--- src/rtl/scale_pixel_read_responder_pkg.sv ---
// Shared types for the scale pixel read responder.
//   STATES_t    : responder FSM state encoding
//   NEIGHBOUR_t : neighbour tag carried on req_tag / rsp_tag
package pkg_scalePixelReadResponder;

    typedef enum logic [1:0] {
        S_Idle,
        S_Issue,
        S_Wait,
        S_Hold
    } STATES_t;

    typedef enum logic [1:0] {
        N_A,
        N_B,
        N_C,
        N_D
    } NEIGHBOUR_t;

endpackage

--- src/rtl/scale_pixel_addr_clamp.sv ---
// Combinational coordinate clamp and linear address generation.
// Ports:
//   x, y : requested column / row, may lie outside the image
//   addr : min(y, IMG_H-1) * IMG_W + min(x, IMG_W-1)
//   oob  : set when either coordinate had to be clamped
module scale_pixel_addr_clamp
    import pkg_scalePixelReadResponder::*;
#(
    parameter int IMG_W  = 640,
    parameter int IMG_H  = 480,
    parameter int X_W    = 10,
    parameter int Y_W    = 9,
    parameter int ADDR_W = $clog2(IMG_W * IMG_H)
) (
    input  logic [X_W-1:0]    x,
    input  logic [Y_W-1:0]    y,
    output logic [ADDR_W-1:0] addr,
    output logic              oob
);

    localparam logic [X_W-1:0] X_MAX = X_W'(IMG_W - 1);
    localparam logic [Y_W-1:0] Y_MAX = Y_W'(IMG_H - 1);

    logic           x_hi;
    logic           y_hi;
    logic [X_W-1:0] xc;
    logic [Y_W-1:0] yc;

    always_comb begin
        x_hi = (x > X_MAX);
        y_hi = (y > Y_MAX);
        xc   = x_hi ? X_MAX : x;
        yc   = y_hi ? Y_MAX : y;
        oob  = x_hi | y_hi;
        // Widen both operands first so the product never truncates.
        addr = ADDR_W'(yc) * ADDR_W'(IMG_W) + ADDR_W'(xc);
    end

endmodule

--- src/rtl/scale_pixel_read_responder.sv ---
// Memory-side responder for the scale pixel generator's neighbour reads.
// One request in flight: clamp (x, y), issue one SRAM read, return the pixel
// with the echoed tag and an out-of-bounds flag.
// Ports:
//   clk, rst_n                       : clock, async active-low reset
//   req_valid/req_ready/req_x/y/tag  : request handshake and payload
//   rsp_valid/rsp_ready              : response handshake
//   rsp_pixel/rsp_tag/rsp_oob        : response payload (stable in S_Hold)
//   mem_rd_en/mem_addr/mem_rd_data   : synchronous SRAM port, 1-cycle latency
module scale_pixel_read_responder
    import pkg_scalePixelReadResponder::*;
#(
    parameter int IMG_W  = 640,
    parameter int IMG_H  = 480,
    parameter int PIX_W  = 8,
    parameter int X_W    = 10,
    parameter int Y_W    = 9,
    parameter int ADDR_W = $clog2(IMG_W * IMG_H)
) (
    input  logic              clk,
    input  logic              rst_n,
    input  logic              req_valid,
    output logic              req_ready,
    input  logic [X_W-1:0]    req_x,
    input  logic [Y_W-1:0]    req_y,
    input  logic [1:0]        req_tag,
    output logic              rsp_valid,
    input  logic              rsp_ready,
    output logic [PIX_W-1:0]  rsp_pixel,
    output logic [1:0]        rsp_tag,
    output logic              rsp_oob,
    output logic              mem_rd_en,
    output logic [ADDR_W-1:0] mem_addr,
    input  logic [PIX_W-1:0]  mem_rd_data
);

    STATES_t           state;
    NEIGHBOUR_t        tag_q;
    logic              oob_q;
    logic [1:0]        rst_sync;
    logic              rst_int_n;
    logic [ADDR_W-1:0] clamp_addr;
    logic              clamp_oob;
    logic              accept;

    // Reset asserts asynchronously, releases on a clock edge.
    always_ff @(posedge clk or negedge rst_n) begin
        if (!rst_n) rst_sync <= '0;
        else        rst_sync <= {rst_sync[0], 1'b1};
    end
    assign rst_int_n = rst_sync[1];

    scale_pixel_addr_clamp #(
        .IMG_W  (IMG_W),
        .IMG_H  (IMG_H),
        .X_W    (X_W),
        .Y_W    (Y_W),
        .ADDR_W (ADDR_W)
    ) u_clamp (
        .x    (req_x),
        .y    (req_y),
        .addr (clamp_addr),
        .oob  (clamp_oob)
    );

    assign req_ready = (state == S_Idle) | ((state == S_Hold) & rsp_ready);
    assign accept    = req_valid & req_ready;

    always_ff @(posedge clk or negedge rst_int_n) begin
        if (!rst_int_n) begin
            state     <= S_Idle;
            tag_q     <= N_A;
            oob_q     <= 1'b0;
            mem_rd_en <= 1'b0;
            mem_addr  <= '0;
            rsp_valid <= 1'b0;
            rsp_pixel <= '0;
            rsp_tag   <= '0;
            rsp_oob   <= 1'b0;
        end else begin
            case (state)
                S_Idle: ;
                S_Issue: begin
                    mem_rd_en <= 1'b0;
                    state     <= S_Wait;
                end
                S_Wait: begin
                    rsp_pixel <= mem_rd_data;
                    rsp_tag   <= tag_q;
                    rsp_oob   <= oob_q;
                    rsp_valid <= 1'b1;
                    state     <= S_Hold;
                end
                S_Hold: begin
                    if (rsp_ready) begin
                        rsp_valid <= 1'b0;
                        state     <= S_Idle;
                    end
                end
                default: state <= S_Idle;
            endcase

            // Accept from S_Idle or from S_Hold during the response handshake;
            // overrides the S_Hold -> S_Idle transition above.
            if (accept) begin
                mem_addr  <= clamp_addr;
                tag_q     <= NEIGHBOUR_t'(req_tag);
                oob_q     <= clamp_oob;
                mem_rd_en <= 1'b1;
                state     <= S_Issue;
            end
        end
    end

endmodule

--- config.mk ---
export PLATFORM = sky130hd
export DESIGN_NAME = scale_pixel_read_responder
export DESIGN_NICKNAME = d
export VERILOG_FILES = /design/src/rtl/scale_pixel_read_responder_pkg.sv /design/src/rtl/scale_pixel_addr_clamp.sv /design/src/rtl/scale_pixel_read_responder.sv
export SDC_FILE = /design/constraint.sdc
export NUM_CORES = 1
export LEC_CHECK = 0
export BUFFER_PORTS_ARGS = -buffer_cell sky130_fd_sc_hd__buf_2
export CAP_MARGIN = 20
export CORE_MARGIN = 5
export CORE_UTILIZATION = 35
export DETAILED_ROUTE_END_ITERATION = 8
export GPL_TIMING_DRIVEN = 0
export PLACE_DENSITY = 0.69
export SYNTH_ARGS = -nofsm -noshare
export SYNTH_HDL_FRONTEND = slang
export SYNTH_HIERARCHICAL = 1
export SYNTH_SLANG_ARGS = --single-unit
--- constraint.sdc ---
create_clock -name clk -period 1.34 [get_ports clk]
set_clock_uncertainty 0.1 [all_clocks]
set_input_delay 0.134 -clock clk [delete_from_list [all_inputs] [get_ports clk]]
set_output_delay 0.134 -clock clk [all_outputs]
set_load 0.005 [all_outputs]
Word level (Yosys, flattened, before mapping)
Cells that the tools add are included.
- input bits: 33
- ROM bits: 0
- latch bits: 0
- word-level logic and storage cells: 38
- memory bits (writable): 0
- memories: 0
- register bits: 39
- output and inout bits: 33
- reductions and logical operators: 6
- divide/modulo/power cells: 0
- equal/unequal tests: 5
- bitwise gates (word level): 4
- shift-type cells: 0
- muxes and demuxes: 9
- add/sub/neg operators: 1
- $lt $le $gt $ge: 2
- multipliers: 1
- operator list (cell ; count):
    adder 19 x 10 -> 19 bit ; 1
    multiplier 9 x 3 -> 12 bit, second input constant ; 1
    greater-than comparator 10 bit, second input constant ; 1
    2-to-1 mux 10 bit ; 1
    greater-than comparator 9 bit, second input constant ; 1
    2-to-1 mux 9 bit ; 1
    one-hot mux 2 bit (3 select lines) ; 1
    equality test 2 bit, second input constant ; 2
    2-to-1 mux 2 bit ; 2
    AND reduction 2 bit ; 2
    nonzero test 2 bit ; 2
    nonzero test 4 bit ; 1
    2-to-1 mux 1 bit ; 3
    != test 3 bit, second input constant ; 1
    AND 1 bit ; 2
    equality test 2 x 1 -> 1 bit, second input constant ; 1
    logical NOT 2 bit ; 1
    != test 2 bit, second input constant ; 1
    bitwise OR 1 bit ; 2
    one-hot mux 1 bit (2 select lines) ; 1

Longest topological paths before layout
- depth after elaboration: 6
- depth in mapped cells: 11
- mapped depth without buffers: 11

Hierarchy
The synthesis kept the hierarchy.
- by module, submodules not included (module ; seq. area each (um^2) ; instances ; cells an instance ; area each (um^2)):
    scale_pixel_read_responder ; 975.9 ; 1 ; 95 ; 1604.0
    scale_pixel_addr_clamp ; 0.0 ; 1 ; 102 ; 753.2

Worst setup path before layout
Ideal clock, no wire load.
- path type: input -> register
- from: in req_y[6]
- to: reg mem_addr[17]
- setup time: 125 ps
- cell stages on the path: 11
- data arrival time: 2757 ps
- data required time: 1115 ps
- buffers on the path: 0
- setup slack: -1642 ps
- cell sequence: nand4_1 > nand2b_1 > ha_1 > ha_1 > fa_1 > a21o_1 > a21oi_1 > mux2_1 > and4b_1 > xnor2_1 > mux2_4
- longest elaborated chain between the ends: 4
- ends and longest elaborated chain (what ; line ; source):
    from (decl) ; scale_pixel_read_responder.sv:25 ; input logic [Y_W-1:0] req_y,
    greater-than comparator 9 bit ; scale_pixel_addr_clamp.sv:31 ; y_hi = (y > Y_MAX);
    2-to-1 mux 9 bit * ; scale_pixel_addr_clamp.sv:33 ; yc = y_hi ? Y_MAX : y;
    multiplier 9 x 3 -> 12 bit * ; scale_pixel_addr_clamp.sv:36 ; addr = ADDR_W'(yc) * ADDR_W'(IMG_W) + ADDR_W'(xc);
    adder 19 x 10 -> 19 bit * ; scale_pixel_addr_clamp.sv:36 ;
    net clamp_addr[17] ; scale_pixel_read_responder.sv:42 ; logic [ADDR_W-1:0] clamp_addr;
    to (signal assigned) ; scale_pixel_read_responder.sv:106 ; mem_addr <= clamp_addr;
    to (decl) ; scale_pixel_read_responder.sv:33 ; output logic [ADDR_W-1:0] mem_addr,
Mark *: on every way through the listed nets, which the timed path passes. The rest lies on a longest branch.
A chain may end at the register's enable or synchronous reset.

Final worst setup path
- from: in req_y[8]
- to: reg mem_addr[16]
Same word-level chain as after synthesis.

==> results.cfg <==
[final_layout]
post-route-util_pct = 57.1
drive_above_1_share_pct = 57.5
antenna_cells = 0
areaGrowthSynthToFinish_pct = 61.9
final_common_cell = buf_2
final_cell_mix = 60 x buf_2, 36 x dfrtp_1, 34 x mux2_4, 19 x buf_6, 16 x buf_4
nets = 374
fillerInstances = 533

[min_path]
hp-class = in2reg
hold_depth = 2
hold_start = req_valid

[clock_network]
ctsLongestPathBuffers = 2
numCtsBuffers = 5
cts_tree = done
cts_max_level = 2
clk_latency_ns = 0.28
cts_sinks = 39
root_buffer = clkbuf_8
clk_pin_slew_ns = 0.07

[route]
post_drt_via_cell_ratio = 4.77
post_drt_wl_per_cell_um = 14.5
wirelength_um = 5800
vias = 1907
ant_nets = 0
first_pass_iters = 4
drt_iter0_drc = 51
drc_errors = 0

[timing]
post-route-min-period_ns = 2.71
finalSetupTns_ns = -16.34
min_period_over_period_pct = 202
hold_violations = 0
fmax_mhz = 369
rsz0062_at_grt = true
relSlewSlack_pct = 38.0
fin_ws_ns = -1.37
slew_viol_final = 0
setup_viol = 37
worst_slew_pin_slew_ns = 0.920

[synth]
syn_avg_cell_area_um2 = 12.0
synth_seq_cells = 39
syn_area_um2 = 2360
ys_warn_count = 6
synth_cells = 197
synth_nets = 252
yosysUniqueCellTypes = 40
yosysSeqAreaShare_pct = 41.4

[worst_setup_path]
cp.required_ns = 1.41
critPathBufInv = 3
worstPathArrival_ns = 2.78
max_stage_delay_ns = 0.34
crit_cells = 14
crit_path_start_kind = primary input
cpMaxStageDelayCell = fa_2
ff2ff_path_depth = 6
cp_max_fo = 7
cp_cell_sequence = buf_8 > nand4_1 > nand2b_1 > ha_4 > ha_4 > fa_2 > buf_4 > buf_6 > xor2_4 > nand3_4 > nor2_4 > nand4_1 > xor2_1 > mux2_4
cp-startpoint = req_y[8]
path_class = in2reg
path_delay_family = simple AND/OR/NAND/NOR gates
reg2reg_from = state[1]$_DFFE_PN0P_
cp-end-kind = flop

[run_status]
status = finished, violations left
violations = setup timing

[grt]
grt_start_max_net_pins = 38
grt_overflow = 0
antenna_found_initial = 0
grt_pass1_vias = 1999
grt_pass1_wl_um = 9190
track_usage_pct = 13.5

[power]
p_per_area_nw_per_um2 = 1850
vdd.ir_drop.worst_v = 0.000521
total_power_mw = 7.05
p_leak_nw = 1.88

[placement]
hpwl_um = 3620
place_worst_setup_slack_ns = -1.97
place.gp.congestion = 0.790
port_buffers = 65

[floorplan]
die_h_um = 92.1
num_rows = 30
die_w_um = 92.1
start_util_pct = 35.3
dieArea_um2 = 8480
pin_count = 66
coreArea_um2 = 6680

[run]
maxCapViolCount = 0
path summary, 6_finish.rpt:
path	endpoint	slack (ns)
min	state[1]$_DFFE_PN0P_	0.02
min reg2reg	rsp_pixel[1]$_DFFE_PN0P_	0.26
max reg2reg	tag_q[0]$_DFFE_PN0P_	-0.38
min in group asynchronous	rst_sync[0]$_DFF_PN0_	0.07
max in group asynchronous	state[0]$_DFFE_PN0P_	0.33
max	mem_addr[16]$_DFFE_PN0P_	-1.37
per-layer routing:
layer / track usage [%] / part of all wire (%)
met1: 15.4 / 40
met2: 25.4 / 55
met3: 2.63 / 3.9
met4: 4.08 / 1.5
met5: 0 / 0
state kept, by name, indices dropped and copies added, names as in the netlist:
name	flops
mem_addr	19
mem_rd_en	1
oob_q	1
rsp_oob	1
rsp_pixel	8
rsp_tag	2
rsp_valid	1
rst_sync	2
state	2
tag_q	2
timing repair:
item                                   CTS  global route
setup buffers                           33            12
endpoints found under the hold margin   13             0
setup endpoints to repair               34            38
pin swaps                               12            18
hold buffers                            12             0
gates cloned                             2             1
resized for setup                       55            22
power breakdown:
| group | internal, mW | switching (mW) | total [mW] |
|---|---|---|---|
| Sequential | 1.76 | 0.370 | 2.13 |
| Clock | 0.365 | 0.379 | 0.744 |
| Combinational | 2.68 | 1.50 | 4.18 |
| Total | 4.80 | 2.25 | 7.05 |
kinds of logic after synthesis:
logic type / count (synthesis) / synth area share (%)
flip-flops: 39 / 41.4
buffers and inverters: 13 / 2.92
AND/OR/NAND/NOR: 50 / 11.7
XOR/XNOR: 13 / 4.83
other: 1 / 0.159
adder cells (fa/ha/maj): 22 / 12.3
multiplexers: 36 / 20.0
AO/OA/AOI/OAI: 23 / 6.63
cell type report:
| cell class | instances | area [um2] | area share [%] |
|---|---|---|---|
| flip-flops and latches | 39 | 980 | 25.7 |
| multi-input cells | 145 | 1640 | 43.0 |
| inverters | 6 | 25.0 | 0.656 |
| repair buffers | 115 | 917 | 24.0 |
| plain buffers | 7 | 70.1 | 1.84 |
| well taps | 80 | 100 | 2.62 |
| clock inverters | 1 | 5.00 | 0.131 |
| clock buffers | 7 | 76.3 | 2.00 |
metrics by stage:
step / cell area, um2 / instances / hold WS [ns]
after global routing: 3820 / 400 / 0.0129
after floorplan: 2460 / 197 / -0.262
after global placement: 2890 / 342 / -0.181
after detailed placement: 2890 / 342 / -0.179
final: 3820 / 400 / 0.0244
after CTS: 3640 / 393 / 0.0145
Yosys cell counts (all sizes together):
library cell  count  area [um2]
a211oi            1        7.51
a21o              4        37.5
a21oi             7        35.0
a221oi            2        23.8
a31oi             1        6.26
and3              4        25.0
and4              1        8.76
and4b             1        10.0
buf               3        31.3
clkbuf            4        15.0
conb              1        3.75
dfrtp            39         976
fa                2        40.0
ha               20         250
inv               6        22.5
mux2             35         462
mux2i             1        10.0
nand2             8        37.5
nand2b           13        81.3
nand3             2        10.0
nand3b            1        7.51
nand4             2        12.5
nand4b            1        8.76
nor2             13        48.8
nor2b             3        21.3
nor3              1        5.00
o211ai            1        7.51
o21ai             5        25.0
o22ai             1        6.26
o31ai             1        7.51
xnor2             7        61.3
xor2              6        52.6
worst reg2reg max path: cells and delay by family (launching register included):
kind            cells  cell delay [ns]
mux                 1             0.30
flops               1             0.45
simple gates        1             0.10
compound gates      1             0.22
fa+ha+maj           1             0.18
buf+inv             2             0.24
(Power assumes the default switching activity.)
